File: src/rtl/instr_fetch_unit.sv
// instr_fetch_unit: front end of the 16-bit core. Owns the PC, fetches one
// instruction word per request over an imem req/ack handshake and presents
// it to decode over a valid/ready handshake. Downstream redirects replace the
// PC and squash any fetch that is in flight. All outputs are registered.
module instr_fetch_unit #(
  parameter int                ADDR_W   = 12,
  parameter int                INSTR_W  = 16,
  parameter logic [ADDR_W-1:0] RESET_PC = {ADDR_W{1'b0}}
) (
  input  logic               clk,
  input  logic               reset,
  output logic               imem_req,
  output logic [ADDR_W-1:0]  imem_addr,
  input  logic               imem_ack,
  input  logic [INSTR_W-1:0] imem_rdata,
  output logic               instr_valid,
  input  logic               instr_ready,
  output logic [INSTR_W-1:0] instr,
  output logic [3:0]         op,
  output logic [ADDR_W-1:0]  pc_out,
  input  logic               redirect,
  input  logic [ADDR_W-1:0]  redirect_target,
  output logic [15:0]        fetch_count
);

  // DRAIN keeps an abandoned request alive until memory answers it, so the
  // req/ack handshake is never withdrawn mid-flight.
  typedef enum logic [1:0] {
    ST_IDLE  = 2'd0,
    ST_REQ   = 2'd1,
    ST_HOLD  = 2'd2,
    ST_DRAIN = 2'd3
  } state_t;

  state_t              state_r;
  state_t              state_s;
  logic [ADDR_W-1:0]   pc_r;
  logic [ADDR_W-1:0]   pc_s;
  logic                load_s;
  logic                accept_s;

  // Only HOLD ever has instr_valid set, so this is the decode handshake.
  assign accept_s = (state_r == ST_HOLD) && instr_valid && instr_ready;

  // Next-state and next-PC selection; a redirect always overrides sequencing.
  always_comb begin
    state_s = state_r;
    pc_s    = pc_r;
    load_s  = 1'b0;
    case (state_r)
      ST_IDLE: begin
        state_s = ST_REQ;
        if (redirect) begin
          pc_s = redirect_target;
        end else begin
          pc_s = pc_r;
        end
      end
      ST_REQ: begin
        if (redirect) begin
          // Data returned alongside a redirect belongs to the old path.
          pc_s = redirect_target;
          if (imem_ack) begin
            state_s = ST_REQ;
          end else begin
            state_s = ST_DRAIN;
          end
        end else if (imem_ack) begin
          load_s  = 1'b1;
          state_s = ST_HOLD;
        end else begin
          state_s = ST_REQ;
        end
      end
      ST_HOLD: begin
        if (redirect) begin
          // Target wins even if decode accepted in the same cycle.
          pc_s    = redirect_target;
          state_s = ST_REQ;
        end else if (instr_ready) begin
          pc_s    = pc_r + {{(ADDR_W-1){1'b0}}, 1'b1};
          state_s = ST_REQ;
        end else begin
          state_s = ST_HOLD;
        end
      end
      ST_DRAIN: begin
        if (redirect) begin
          pc_s = redirect_target;
        end else begin
          pc_s = pc_r;
        end
        if (imem_ack) begin
          state_s = ST_REQ;
        end else begin
          state_s = ST_DRAIN;
        end
      end
      default: begin
        state_s = ST_IDLE;
        pc_s    = RESET_PC;
      end
    endcase
  end

  // State, PC and all registered outputs, with synchronous reset.
  always_ff @(posedge clk) begin
    if (reset) begin
      state_r     <= ST_IDLE;
      pc_r        <= RESET_PC;
      imem_req    <= 1'b0;
      imem_addr   <= RESET_PC;
      instr_valid <= 1'b0;
      instr       <= {INSTR_W{1'b0}};
      op          <= 4'h0;
      pc_out      <= RESET_PC;
      fetch_count <= 16'h0000;
    end else begin
      state_r  <= state_s;
      pc_r     <= pc_s;
      imem_req <= (state_s == ST_REQ) || (state_s == ST_DRAIN);
      // A fresh request always starts at the updated PC; DRAIN keeps the
      // address of the request it is waiting out.
      if (state_s == ST_REQ) begin
        imem_addr <= pc_s;
      end else begin
        imem_addr <= imem_addr;
      end
      if (load_s) begin
        instr       <= imem_rdata;
        op          <= imem_rdata[INSTR_W-1 -: 4];
        pc_out      <= pc_r;
        instr_valid <= 1'b1;
      end else if (state_s != ST_HOLD) begin
        instr_valid <= 1'b0;
      end else begin
        instr_valid <= instr_valid;
      end
      if (accept_s && (fetch_count != 16'hFFFF)) begin
        fetch_count <= fetch_count + 16'd1;
      end else begin
        fetch_count <= fetch_count;
      end
    end
  end

endmodule

File: config.mk
export PLATFORM = sky130hd
export DESIGN_NAME = instr_fetch_unit
export DESIGN_NICKNAME = d
export VERILOG_FILES = /design/src/rtl/instr_fetch_unit.sv
export SDC_FILE = /design/constraint.sdc
export NUM_CORES = 1
export LEC_CHECK = 0
export ABC_AREA = 1
export CAP_MARGIN = 20
export CORE_MARGIN = 4
export CORE_UTILIZATION = 34
export CTS_CLUSTER_SIZE = 10
export DETAILED_ROUTE_END_ITERATION = 10
export PLACE_DENSITY = 0.57
export SYNTH_ARGS = -nofsm -noshare
export SYNTH_HDL_FRONTEND = slang
export SYNTH_SLANG_ARGS = --single-unit
File: constraint.sdc
create_clock -name clk -period 2.5 [get_ports clk]
set_clock_uncertainty 0.1 [all_clocks]
set_input_delay 0.5 -clock clk [delete_from_list [all_inputs] [get_ports clk]]
set_output_delay 0.5 -clock clk [all_outputs]
set_load 0.02 [all_outputs]
==> results of run 1 <==
[routing by layer]
| layer | global-route usage | vias to the layer above | wire length (microns) |
|---|---|---|---|
| met2 | 0.262 | 84 | 4090 |
| met1 | 0.204 | 1440 | 4090 |
| met3 | 0.0426 | 6 | 619 |
| met5 | 0 | - | 0 |
| li1 | - | 1690 | - |
| met4 | 0.0442 | 0 | 57 |
[layout make-up]
type	count	area, sq um	share of cell area
Timing Repair Buffer	103	1020	0.220
Tap cell	133	166	0.0358
Clock buffer	10	138	0.0296
Multi-Input combinational cell	314	1570	0.337
Clock inverter	6	82.6	0.0178
Inverter	61	229	0.0493
Sequential cell	72	1440	0.310
[cells by family (layout without fill, tap and decap cells)]
kind of cell / after synthesis / after routing / share of synthesized area
simple gates: 191 / 191 / 0.249
flops: 72 / 72 / 0.429
buf+inv: 84 / 180 / 0.106
compound gates: 109 / 109 / 0.175
fa+ha+maj: 4 / 4 / 0.0149
xor+xnor: 10 / 10 / 0.0261
[layout by cell type (no fill, tap or decap), drive strengths merged, types with 4 or more instances in the layout]
master	n
nand2	100
clkdlybuf4s50	94
dfxtp	72
inv	61
a21oi	57
o21ai	45
nor2	44
nand3	32
clkbuf	10
buf	9
nor3	7
nand4	6
xor2	5
xnor2	5
o21a	5
ha	4
[per-stage QoR]
step | area (sq um) | utilization
2_1_floorplan | 3360 | -
3_3_place_gp | 4430 | 0.457
3_5_place_dp | 4430 | 0.457
4_1_cts | 4650 | 0.480
5_1_grt | 4650 | 0.480
6_report | 4650 | 0.480
[worst max-delay path by stage]
stage                                           start                           end  slack [ns]  cells past startpoint
after floorplan                              redirect     imem_addr[6]$_SDFFE_PP0N_        0.46                     11
after global placement                       redirect     imem_addr[6]$_SDFFE_PP0N_        0.26                     11
after detailed placement                     redirect     imem_addr[9]$_SDFFE_PP0N_        0.23                     11
after CTS                 fetch_count[1]$_SDFFE_PP0P_  fetch_count[10]$_SDFFE_PP0P_        0.41                      8
after global routing      fetch_count[1]$_SDFFE_PP0P_  fetch_count[10]$_SDFFE_PP0P_        0.26                      8
final                     fetch_count[1]$_SDFFE_PP0P_  fetch_count[10]$_SDFFE_PP0P_        0.43                      8
[where the power goes]
part / internal (uW) / switching, uW
Combinational: 201 / 221
Clock: 584 / 421
Sequential: 1210 / 44.3
Total: 2000 / 686
[registers in the layout (all words and copies together) (netlist names)]
register	flops
fetch_count	16
instr	16
imem_addr	12
pc_out	12
pc_r	12
state_r	2
imem_req	1
instr_valid	1
[worst max-delay path, stage by stage (launching register included)]
cell and delay, ns:
dfxtp_1 0.45, ha_1 0.23, inv_1 0.09, nor2_4 0.16
nand2_2 0.09, o21ai_4 0.40, inv_2 0.23, nand2_1 0.13
a21oi_2 0.05
==> impl_metrics.toml, run 1 <==
[run_status]
status = "complete, no violations"

[power]
worst_ir_drop_vdd_uv = 292
power.density_cell_area_nw_per_um2 = 577
post-layout-total-power_uw = 2680
power_leakage_uw = 0.00177

[cells_and_area]
fin_nets = 598
nFillCells = 1010
layout-drive-gt1-share = 0.0742
syn2layout_area_growth_pct = 38.3
layout.cells.non_filler = 699
insertedDiodeCount = 0

[die]
pin_count = 95
core_region_area_sq_um = 9680
chipHeight_microns = 107
initial_utilization = 0.347
die_area_sq_um = 11500
die_x_microns = 107
rows = 36

[sta]
report.final.setup_viol = 0
final_min_period_over_clock_period = 0.829
max_slew.worst_pin.slew_ns = 0.450
timing.max_slew.rel_slack = 0.699
max_freq_mhz = 482
totalNegativeSetupSlack_ns = 0
timing.final.max_slew_violations = 0
worst_slack_ns = 0.427
final_hold_slack_ns = 0.342
final.min_clock_period_ns = 2.07
grt_setup_unrepaired = "no"
finalHoldViolCount = 0

[synthesis]
ys_seq_elements = 72
yosys_warnings = 0
synth_ff_type = "dfxtp_1"
synth_enable_flop_cells = 0
syn_avg_cell_area_sq_um = 7.15
syn_area_sq_um = 3360
leading_cell_type_by_number_of_instances_after_synthesis = "nand2_1"
yosysTopAreaCell = "dfxtp_1"
number_of_instances_in_the_synthesized_netlist = 470
leading_cell_types_by_count_after_synthesis = "98 x nand2_1, 72 x dfxtp_1, 59 x inv_1, 54 x a21oi_1, 42 x o21ai_0"
synth-seq-area-share = 0.429
synth_area_leaders = "dfxtp_1 43%, nand2_1 11%, a21oi_1 8.0%"
synth_largest_type_area_fraction = 0.429
postSynth.asyncResetShare = 0
netlist-cell-type-count = 31
syn-num-nets = 507

[clocking]
ctsHoldBuffers = 0
cts_buffer_depth = 2
cts_num_sinks = 72
count_of_cells_resized_by_post_cts_repair = 0
clk_pin_slew_worst_setup_hold_paths_ns = 0.08
cts_tree = "built"
clock_tree.htree_level_count = 3
clkLatencyLatePin_ns = 0.33
post_cts_buffers = 0
cts_made_buffers = 9
cts_root_cell = "clkbuf_8"

[setup_path]
cp-start-kind = "flop"
critPathMaxFanout = 16
r2r-start = "fetch_count[1]$_SDFFE_PP0P_"
worst_ep_arrival_time_ns = 2.18
crit_required_ns = 2.61
reg2reg_depth = 8
setup.worst_path.class = "flop to flop"
ff2ff_setup_slack_ns = 0.43
worstReg2RegEnd = "fetch_count[10]$_SDFFE_PP0P_"
cp-end-kind = "flop"

[routing]
drt_iter0_markers = 116
firstDrtPassIters = 4
totalWireLength_microns = 8850
total_via_count_in_the_routed_design = 3220
vias_per_cell = 4.61
wl_per_cell_microns = 12.7
drt_drc_violations_left = 0
number_of_antenna_violating_nets_in_the_routed_design = 0

[min_path]
hold_depth = 2
whs_endpoint = "pc_out[7]$_SDFFE_PP0P_"
min_path_type = "flop to flop"
worstHoldStart = "pc_out[7]$_SDFFE_PP0P_"

[placement]
dp_cells = 683
post-dp-hpwl_microns = 6520
io_buffers = 94
place_congestion = 0.889
dpl_worst_slack_ns = 0.234

[global_route]
antenna_found_initial = 0
globalRoute.totalOverflow = 0
grt_max_degree = 58
grt_pass1_vias = 3199
grt_pass1_wl_microns = 15000
grt_util_all_layers = 0.159

[job]
maxCapViolCount = 0
Note: power is estimated with default switching activity, not from simulation.
==> run 2: changes to the inputs <==
Settings changed: PLACE_DENSITY 0.57 to 0.6.
Clock period 2.5 ns to 1.86 ns, I/O delays scaled along.
==> run 2 against run 1 <==
Final area is 4.4% higher. Non-clock buffer count is 21 higher. Setup slack worse by 0.36 ns.
==> impl_metrics.toml, run 2 (synthesized netlist as in run 1, its figures left out) <==
[die]
die_x_microns = 107
core_region_area_sq_um = 9680
chipHeight_microns = 107
initial_utilization = 0.347
pin_count = 95
rows = 36
die_area_sq_um = 11500

[placement]
place_congestion = 0.869
io_buffers = 94
dpl_worst_slack_ns = -0.318
dpl_cell_area_sq_um = 4560
post-dp-hpwl_microns = 6520

[power]
flop_pwr_share = 0.469
clockPowerShare = 0.351
post-layout-total-power_uw = 3600
worst_ir_drop_vdd_uv = 488
power.density_cell_area_nw_per_um2 = 741
power_leakage_uw = 0.00203
p_sw_frac = 0.271
switching_power_uw = 976
cell_int_power_uw = 2620
power.share.combinational = 0.180

[clocking]
cts_root_cell = "clkbuf_8"
clock_tree.htree_level_count = 3
clkLatencyLatePin_ns = 0.35
ctsHoldBuffers = 0
cts_made_buffers = 9
cts_tree = "built"
clk_pin_slew_worst_setup_hold_paths_ns = 0.08
cts_num_sinks = 72
cts_buffer_depth = 2

[setup_path]
crit_path_top_delay_cell = "clkdlybuf4s50_1"
crit_cells = 1
cpLargestDelayFamily = "buffers and inverters"
cp-end-kind = "output port"
cp-start-kind = "flop"
critPathMaxFanout = 2
timing.critical_path.cells = "clkdlybuf4s50_1"
worst_ep_arrival_time_ns = 1.32
crit_required_ns = 1.39
reg2reg_depth = 10
setup.worst_path.class = "flop to output port"
critPathBufInv = 1
timing.critical_path.slowest_cell_delay_ns = 0.62

[cells_and_area]
fin_nets = 619
reg_top3 = "fetch_count (16), instr (16)"
syn2layout_area_growth_pct = 44.4
layout-drive-gt1-share = 0.111
mostFrequentLayoutCell = "nand2_1"
nFillCells = 977
insertedDiodeCount = 0
layout.cells.most_common_list = "97 x nand2_1, 74 x clkdlybuf4s50_1, 72 x dfxtp_1"
finish.instance_area_sq_um = 4850

[sta]
finalHoldViolCount = 0
worst_slack_ns = 0.0697
final.min_clock_period_ns = 1.79
timing.final.max_slew_violations = 0
timing.max_slew.rel_slack = 0.750
final_min_period_over_clock_period = 0.963
max_slew.worst_pin.slew_ns = 0.372
report.final.setup_viol = 0
max_freq_mhz = 559
totalNegativeSetupSlack_ns = 0

[routing]
wl_per_cell_microns = 12.3
firstDrtPassIters = 4
vias_per_cell = 4.54
drt_drc_violations_left = 0
total_via_count_in_the_routed_design = 3272
number_of_antenna_violating_nets_in_the_routed_design = 0
totalWireLength_microns = 8880
drt_iter0_markers = 129

[min_path]
min_path_type = "flop to flop"
hold_depth = 2

[global_route]
globalRoute.totalOverflow = 0
grt_pass1_wl_microns = 14800
grt_util_all_layers = 0.156
grt_pass1_vias = 3189
grt_max_degree = 55
antenna_found_initial = 0

[job]
maxCapViolCount = 0

[run_status]
status = "complete, no violations"
==> run 2: cell types whose count changed in the layout (fill, tap and decap cells not counted), sizes merged <==
| cell | before | now |
|---|---|---|
| clkinv | 3 | 2 |
| clkbuf | 10 | 12 |
| dlymetal6s2s | 0 | 5 |
| inv | 61 | 63 |
| clkdlybuf4s50 | 94 | 74 |
| bufinv | 2 | 1 |
| dlygate4sd2 | 0 | 15 |
| buf | 9 | 28 |
==> run 2: timing repair <==
| item | in CTS | in global routing |
|---|---|---|
| resized for setup | 15 | 10 |
| setup endpoints to repair | 15 | 14 |
| cloned | 0 | 2 |
| setup buffers | 0 | 4 |
| pin swaps | 0 | 2 |
==> run 2: path summary, 6_finish.rpt <==
check,from,to,slack (ns)
max,imem_addr[3]$_SDFFE_PP0N_,imem_addr[3],0.07
min,pc_out[11]$_SDFFE_PP0P_,pc_out[11]$_SDFFE_PP0P_,0.34
max reg2reg,state_r[1]$_SDFF_PP0_,imem_addr[10]$_SDFFE_PP0N_,0.12
min reg2reg,pc_out[11]$_SDFFE_PP0P_,pc_out[11]$_SDFFE_PP0P_,0.34
==> run 2: final cells by class <==
cell class	count	area (sq um)	area share
Tap cell	133	166	0.0343
Clock inverter	6	65.1	0.0134
Clock buffer	10	138	0.0284
Timing Repair Buffer	124	1240	0.256
Sequential cell	72	1440	0.297
Inverter	61	229	0.0472
Multi-Input combinational cell	314	1570	0.324
==> run 2: power groups by stage <==
stage          registers (uW)  clock network [uW]  logic [uW]
5_1_grt                  1700                1370         707
3_3_place_gp             1720                   0         592
4_1_cts                  1690                1300         602
6_report                 1690                1260         648
3_5_place_dp             1720                   0         599
2_1_floorplan            1790                   0         224
==> run 2: per-layer routing <==
layer / vias to the layer above / GRT usage / part of all wire
li1: 1730 / - / -
met1: 1440 / 0.199 / 0.46
met5: - / 0 / 0
met2: 91 / 0.261 / 0.46
met4: 0 / 0.0406 / 0.012
met3: 11 / 0.0432 / 0.063
==> run 2: stage by stage <==
| step | std cells | hold WS, ns | utilization |
|---|---|---|---|
| 2_1_floorplan | 470 | 0.420 | - |
| 3_3_place_gp | 698 | 0.330 | 0.471 |
| 3_5_place_dp | 698 | 0.334 | 0.471 |
| 4_1_cts | 714 | 0.346 | 0.490 |
| 5_1_grt | 720 | 0.365 | 0.501 |
| 6_report | 720 | 0.343 | 0.501 |
